[src/rtl/rv32im_div.sv]
// Radix-2 restoring divider for RV32M DIV/DIVU/REM/REMU, one quotient bit per clock.
// Optional: RV32IM_DIV_FAST_SPECIAL_EN gives divide-by-zero/overflow a 1-cycle path.
module rv32im_div #(
  parameter int XLEN = 32
) (
  input  logic            clk_i,
  input  logic            reset_ni,
  input  logic            start_i,
  input  logic            signed_i,
  input  logic [XLEN-1:0] dividend_i,
  input  logic [XLEN-1:0] divisor_i,
  output logic            busy_o,
  output logic            valid_o,
  output logic [XLEN-1:0] quotient_o,
  output logic [XLEN-1:0] remainder_o
);

`ifdef RV32IM_DIV_FAST_SPECIAL_EN
  localparam bit Fast = 1'b1;
`else
  localparam bit Fast = 1'b0;
`endif
  localparam int CW = $clog2(XLEN);

  typedef enum logic [1:0] {
    IDLE, RUN, SPEC, DONE
  } state_t;

  state_t          state_q, state_d;
  logic [XLEN-1:0] dq_q, prem_q, dvs_q, raw_q;
  logic [CW-1:0]   cnt_q;
  logic            q_neg_q, r_neg_q, dz_q, ovf_q;

  logic            dvd_neg, dvs_neg, dz, ovf;
  logic [XLEN:0]   shifted, diff;
  logic            ge, last, load;
  logic [XLEN-1:0] prem_nx, dq_nx, q_res, r_res;

  assign dvd_neg = signed_i & dividend_i[XLEN-1];
  assign dvs_neg = signed_i & divisor_i[XLEN-1];
  assign dz      = divisor_i == '0;
  assign ovf     = signed_i & (dividend_i == {1'b1, {(XLEN-1){1'b0}}})
                 & (&divisor_i);

  // Partial remainder kept one bit wider so large unsigned divisors work.
  assign shifted = {prem_q, dq_q[XLEN-1]};
  assign diff    = shifted - {1'b0, dvs_q};
  assign ge      = shifted >= {1'b0, dvs_q};
  assign prem_nx = ge ? diff[XLEN-1:0] : shifted[XLEN-1:0];
  assign dq_nx   = {dq_q[XLEN-2:0], ge};
  assign last    = cnt_q == CW'(XLEN-1);

  always_comb begin
    q_res = q_neg_q ? -dq_nx : dq_nx;
    r_res = r_neg_q ? -prem_nx : prem_nx;
    if (dz_q) begin
      q_res = '1;
      r_res = raw_q;
    end else if (ovf_q) begin
      q_res = raw_q;
      r_res = '0;
    end
  end

  always_comb begin
    state_d = state_q;
    load    = 1'b0;
    if (start_i) begin
      state_d = (Fast && (dz || ovf)) ? SPEC : RUN;
    end else begin
      unique case (state_q)
        RUN: if (last) begin
          state_d = DONE;
          load    = 1'b1;
        end
        SPEC: begin
          state_d = DONE;
          load    = 1'b1;
        end
        DONE:    state_d = IDLE;
        default: state_d = state_q;
      endcase
    end
  end

  always_ff @(posedge clk_i or negedge reset_ni) begin
    if (!reset_ni) begin
      state_q     <= IDLE;
      dq_q        <= '0;
      prem_q      <= '0;
      dvs_q       <= '0;
      raw_q       <= '0;
      cnt_q       <= '0;
      q_neg_q     <= 1'b0;
      r_neg_q     <= 1'b0;
      dz_q        <= 1'b0;
      ovf_q       <= 1'b0;
      quotient_o  <= '0;
      remainder_o <= '0;
    end else begin
      state_q <= state_d;
      if (start_i) begin
        dq_q    <= dvd_neg ? -dividend_i : dividend_i;
        dvs_q   <= dvs_neg ? -divisor_i : divisor_i;
        raw_q   <= dividend_i;
        prem_q  <= '0;
        cnt_q   <= '0;
        q_neg_q <= dvd_neg ^ dvs_neg;
        r_neg_q <= dvd_neg;
        dz_q    <= dz;
        ovf_q   <= ovf;
      end else if (state_q == RUN) begin
        dq_q   <= dq_nx;
        prem_q <= prem_nx;
        cnt_q  <= cnt_q + 1'b1;
      end
      if (load) begin
        quotient_o  <= q_res;
        remainder_o <= r_res;
      end
    end
  end

  assign busy_o  = state_q == RUN;
  assign valid_o = state_q == DONE;

endmodule
[config.mk]
export PLATFORM = sky130hd
export DESIGN_NAME = rv32im_div
export DESIGN_NICKNAME = d
export VERILOG_FILES = /design/src/rtl/rv32im_div.sv
export SDC_FILE = /design/constraint.sdc
export NUM_CORES = 1
export LEC_CHECK = 0
export BUFFER_PORTS_ARGS = -buffer_cell sky130_fd_sc_hd__buf_4
export CORE_MARGIN = 5
export CORE_UTILIZATION = 32
export DETAILED_ROUTE_END_ITERATION = 12
export GPL_TIMING_DRIVEN = 0
export HOLD_SLACK_MARGIN = 0.08
export PLACE_DENSITY = 0.47
export SYNTH_ARGS = -nofsm -noshare
export SYNTH_HDL_FRONTEND = slang
export SYNTH_SLANG_ARGS = --single-unit
export TNS_END_PERCENT = 100
[constraint.sdc]
create_clock -name clk_i -period 5.8 [get_ports clk_i]
set_input_delay 1.16 -clock clk_i [delete_from_list [all_inputs] [get_ports clk_i]]
set_output_delay 1.16 -clock clk_i [all_outputs]
set_load 0.03 [all_outputs]
==> results of run 1 <==
## where the power goes
part / internal (W) / switching (W)
registers: 0.00166 / 0.000329
logic: 0.00145 / 0.00243
clock network: 0.00105 / 0.000661
total: 0.00416 / 0.00342
## cell families (layout without fill, tap and decap cells)
logic type	count (synthesis)	count (layout)	share of synthesized area [%]
compound gates	479	479	21.4
xor+xnor	143	143	9.02
fa+ha+maj	43	43	3.93
buf+inv	157	346	4.39
flops	203	203	36.6
mux	86	86	6.49
simple gates	553	553	18.2
## cell usage in the layout, fill, tap and decap left out, types with 20 or more instances in the layout
cell,instances
ha_1,36
inv_1,60
mux2i_1,52
and3_1,20
mux2_2,32
nand2_1,133
o21ai_0,103
a211oi_1,31
nand4_1,25
xor2_1,76
clkbuf_1,68
clkbuf_16,26
nor2_1,236
xnor2_1,65
nor3_1,32
buf_4,149
a21oi_1,182
dfrtp_1,193
## metal layers
metal  up-vias  share of wire, %
li1       6315                 -
met1      6593                47
met2       427                44
met3       100               5.9
met4         0               3.1
met5         -                 0
## stage by stage
step	setup TNS (ns)	total power, W	hold slack [ns]	instance area, um2	utilization, %
2_1_floorplan	0	0.00434	0.485	13900	-
3_3_place_gp	-27.28	0.00557	0.477	15600	36.3
3_5_place_dp	-26.89	0.00558	0.482	15600	36.4
4_1_cts	0	0.00752	0.495	16800	39.1
5_1_grt	0	0.00803	0.517	16900	39.3
6_report	0	0.00759	0.490	16900	39.3
## critical path: stages, from the launching register on
cell	delay (ns)
dfrtp_2	0.45
ha_1	0.29
buf_2	0.18
nand4_1	0.15
or4_4	0.61
or4_4	0.55
a22o_4	0.29
o211ai_4	0.11
buf_6	0.15
buf_12	0.14
buf_12	0.15
nand2_1	0.07
o21ai_2	0.09
ha_2	0.22
nand2_1	0.08
or3_4	0.34
or3_4	0.37
nor4_4	0.13
a31oi_1	0.06
or4b_4	0.54
o31ai_4	0.26
xnor2_2	0.18
o22ai_1	0.12
## layout make-up
class                      count  share of cell area, %
buffer                        92                   2.51
multi-input combinational   1304                   49.5
sequential                   203                   30.1
timing repair buffer         149                   6.86
clock inverter                 7                  0.718
tap                          585                   4.33
clock buffer                  37                   4.57
inverter                      61                   1.40
## flip-flops by register name, indices dropped and copies added, names as in the netlist
name and flops:
ovf_q 1, state_q 2, dvs_q 32, dq_q 32
raw_q 32, dz_q 1, r_neg_q 1, cnt_q 5
prem_q 32, q_neg_q 1, quotient_o 32, remainder_o 32
## worst min-delay path by stage
| stage | start | endpoint | slack (ns) | cells after the start |
|---|---|---|---|---|
| global route | remainder_o[2] | remainder_o[2] | 0.52 | 1 |
| CTS | remainder_o[10] | remainder_o[10] | 0.49 | 1 |
| finish | remainder_o[10] | remainder_o[10] | 0.49 | 1 |
| detailed placement | remainder_o[10] | remainder_o[10] | 0.48 | 1 |
| floorplan | dvs_q[0] | dvs_q[0] | 0.48 | 1 |
| global placement | quotient_o[27] | quotient_o[27] | 0.48 | 2 |
## timing repair
item / 4_1_cts / 5_1_grt
hold buffers: 0 / 0
resized for setup: 48 / 18
setup endpoints to repair: 30 / 11
buffers inserted: 12 / 4
pin swaps: 7 / 6
==> run metrics, run 1 <==
status finished clean; dpl hpwl 43100 um; Post-Syn Area per Cell about 8.3 um2; CTS clk-pin slew, worst paths ~0.060 ns; FF+latch count, synth 203; placed insts 2382; post-DR wirelength/cell 22.6 um; Num Clock Sinks 203; DRT iter0 DRCs between 1000 and 1500; CP arrival 6.10 ns; Hold Path Class reg2reg; Worst setup SP type flip-flop; Tot GR Track Use a little under a quarter; Chip Width 218 um; top_reg_cell synth dfrtp_1; Avg Vias per Cell 5.51; layout cells sized above 1 15.4%; core area 0.0430 mm2; kind of end point of the critical path flip-flop; first-pass GRT wire length 83200 um; Slew headroom 27.2%; top-count cell post-synth nor2_1; crit path launch prem_q[12]; r2r endpoint remainder_o[26]; post-synth cell types 74; clk root buf clkbuf_16; ys async rst share between 90% and 100%; largest net degree at the start of global routing around 110; pre-CTS WS -1.51 ns; Final Net Count 1948; R2R Setup Slk around 0.12 ns; final hold violation count 0; Slew Limit Fails 0; CTS Buf Count 26; drt pass-1 iters 5; GRT overflow 0; DR vias 13400; Worst-Margin Slew about 1.1 ns; PnR worst setup slack 0.117 ns; register area 0.00509 mm2; worst IR drop on VDD 0.227 mV; total wire length 55000 um; port bufs 132; Worst Skew 0.0189 ns; Ant. Diodes 0; sequential area share after synthesis between 30% and 40%; die area 0.0477 mm2; Max Cap Viol 0; post-synthesis cell count 1664; area of the multi-input gates roughly 0.0084 mm2; synth-to-layout area growth 21.7%; CTS tree done; vias in the first global route 13100; Post-synth EDFFs 0; DRC Markers 0; class of the most critical setup path reg2reg; io pins 134; Die Y about 220 um; fin cells roughly 2400; synth top area cells dfrtp_1 37%, a21oi_1 6.6%, nor2_1 6.4%; Yosys top cell by area dfrtp_1; Final setup viols 0; minimum clock period after layout 5.68 ns; GRT busiest layer met2; mapped cell area around 0.014 mm2; Final Cycle Share a little over nine tenths; PD cells between 400 and 500 mW/mm2; Yosys warning count 0; end point of the critical path remainder_o[26]; Synth top area share 36.6%; row count 76; most frequent cells after synthesis 237 x nor2_1, 203 x dfrtp_1, 182 x a21oi_1, 133 x nand2_1, 106 x o21ai_0; depth of the CTS H-tree 1; unrepaired setup endpoints after global routing false; M3 GR Usage under 10%; crit-path max FO 10; Max Root-Sink Buffers 3; initial core utilization 32.3%; Reg2Reg Launch Point prem_q[12]; FMAX 176 MHz; ANT nets after route 0; syn_nets 1775; initial antenna violation count 0; Static Leak 7.39 nW; met2 Usage GRT approximately a third; Clk Latency, worst-skew pair 0.57 ns; critical path data required time 6.21 ns; GPL Wtd Cong 0.924; GR Layer Usage met1 32.5%; Fillers 4563; worst reg-to-reg path cell count 22
Power figures use the tool's default switching activity.
==> inputs of run 2 (changes only) <==
--- a/config.mk
+++ b/config.mk
@@ -7,11 +7,11 @@
 export LEC_CHECK = 0
 export BUFFER_PORTS_ARGS = -buffer_cell sky130_fd_sc_hd__buf_4
 export CORE_MARGIN = 5
-export CORE_UTILIZATION = 32
+export CORE_UTILIZATION = 55
 export DETAILED_ROUTE_END_ITERATION = 12
 export GPL_TIMING_DRIVEN = 0
 export HOLD_SLACK_MARGIN = 0.08
-export PLACE_DENSITY = 0.47
+export PLACE_DENSITY = 0.75
 export SYNTH_ARGS = -nofsm -noshare
 export SYNTH_HDL_FRONTEND = slang
 export SYNTH_SLANG_ARGS = --single-unit
==> run metrics, run 2 (same netlist as run 1, synthesis figures left out) <==
Clk Latency, worst-skew pair approximately 0.52 ns; initial core utilization 55.5%; final hold violation count 0; io pins 134; DR vias 13800; crit-path max FO 10; Worst Hold Margin around 0.5 ns; worst IR drop on VDD 0.325 mV; minimum clock period after layout between 5 and 6 ns; port bufs 132; GPL Wtd Cong 0.963; class of the most critical setup path reg2reg; Slew Limit Fails 0; Worst setup SP type flip-flop; Worst Skew 0.0224 ns; CP max stage cell or4b_4; first-pass GRT wire length 75700 um; Final Cycle Share 97.9%; unrepaired setup endpoints after global routing false; PD cells 448 mW/mm2; CTS clk-pin slew, worst paths 0.06 ns; vias in the first global route 13100; Sw Share between 40% and 50%; kind of end point of the critical path flip-flop; Internal slightly above 0.004 W; layout cells sized above 1 15.1%; Worst-Margin Slew 1.08 ns; depth of the CTS H-tree 1; Num Clock Sinks between 200 and 250; Final Net Count 1946; clk root buf clkbuf_16; FMAX 176 MHz; Comb power frac 50.6%; Hold Path Class reg2reg; commonest non-fill, non-tap cells in the layout 237 x nor2_1, 197 x dfrtp_1, 182 x a21oi_1; PnR worst setup slack between 0.1 and 0.15 ns; Ant. Diodes 0; ANT nets after route 0; CTS tree done; fin cells 2181; Tot GR Track Use 33.3%; Chip Width 169 um; critical-path cell list ha_1 > buf_4 > nand4_1 > or4_4 > or4_4 > a22o_4 > o211ai_4 > buf_12 > buf_12 > nand2_1 > o21ai_4 > ha_4 > nand2_1 > or3_1 > or3_4 > nor4_2 > a31oi_1 > or4b_4 > o31ai_4 > xnor2_2 > o22ai_1; row count 58; drt pass-1 iters 5; largest net degree at the start of global routing 115; GRT overflow 0; Setup TNS 0 ns; Slew headroom roughly 28%; Die Y 169 um; initial antenna violation count 0; synth-to-layout area growth 18.7%; DRC Markers 0; dpl hpwl around 38000 um; die area around 0.029 mm2; CTS Buf Count 23; power share of the clock group between 20% and 30%; Static Leak 7.36 nW; pre-CTS WS -1.29 ns; Final setup viols 0; share of power burned in registers 26.7%; critical path data required time 6.16 ns; status finished clean; placed insts 2127; post-DR wirelength/cell 22.2 um; Max Root-Sink Buffers 3; CP arrival 6.04 ns; Final Power 0.00738 W; core area ~0.025 mm2; Avg Vias per Cell 6.35; switching pwr ~0.0033 W; DRT iter0 DRCs about 1700; CP peak stage delay between 0.5 and 0.6 ns; commonest non-fill, non-tap cell in the layout nor2_1; total wire length a little under 50000 um; Max Cap Viol 0
[run 2: layout make-up]
| cell class | count | area (um2) |
|---|---|---|
| plain buffers | 90 | 398 |
| clock buffers | 25 | 593 |
| repair buffers | 152 | 1170 |
| well taps | 330 | 413 |
| multi-input cells | 1304 | 8330 |
| fillers | 2133 | 8550 |
| clock inverters | 16 | 267 |
| flip-flops and latches | 203 | 5090 |
| inverters | 61 | 234 |
[run 2: final timing paths]
check                               start         endpoint  slack (ns)  cells past startpoint
min in group asynchronous        reset_ni         cnt_q[2]        0.61                      1
max in group asynchronous        reset_ni        raw_q[22]        4.15                      2
max reg2reg                    prem_q[21]  remainder_o[26]        0.12                     21
min                        remainder_o[2]   remainder_o[2]        0.49                      1
max                            prem_q[21]  remainder_o[26]        0.12                     21
min reg2reg                remainder_o[2]   remainder_o[2]        0.49                      1
[run 2: timing repair]
| action | in CTS | in global routing |
|---|---|---|
| hold buffers | 0 | 0 |
| resized for setup | 34 | 21 |
| setup endpoints to repair | 27 | 16 |
| pin swaps | 4 | 5 |
| setup buffers | 9 | 10 |
[run 2: routing by layer]
layer,part of all wire [%],global-route usage [%],wire (um)
met3,9.2,5.56,4450
met2,45,52.0,21600
met5,0,0,0
met4,3.6,9.17,1750
met1,43,48.2,20600
[run 2: power by group through the flow]
stage	clock network (W)	logic [W]	registers (W)
finish	0.00167	0.00374	0.00197
CTS	0.00168	0.00358	0.00195
global route	0.00174	0.00404	0.00199
floorplan	0	0.00238	0.00196
global placement	0	0.00339	0.00197
detailed placement	0	0.00343	0.00198
[run 2: critical path, delay by kind of cell (launching register included)]
family | cells | cell delay (ns)
AOI/OAI and AO/OA | 6 | 1.06
xor gates and xnor gates | 1 | 0.16
adders and majority gates | 2 | 0.49
buffers and inverters | 3 | 0.48
DFF | 1 | 0.44
and+or+nand+nor | 9 | 2.90
[run 2: per-stage QoR]
step                cell area, um2  utilization [%]
floorplan                    13900                -
global placement             15300             61.1
detailed placement           15300             61.2
CTS                          16400             65.3
global route                 16500             65.9
finish                       16500             65.9
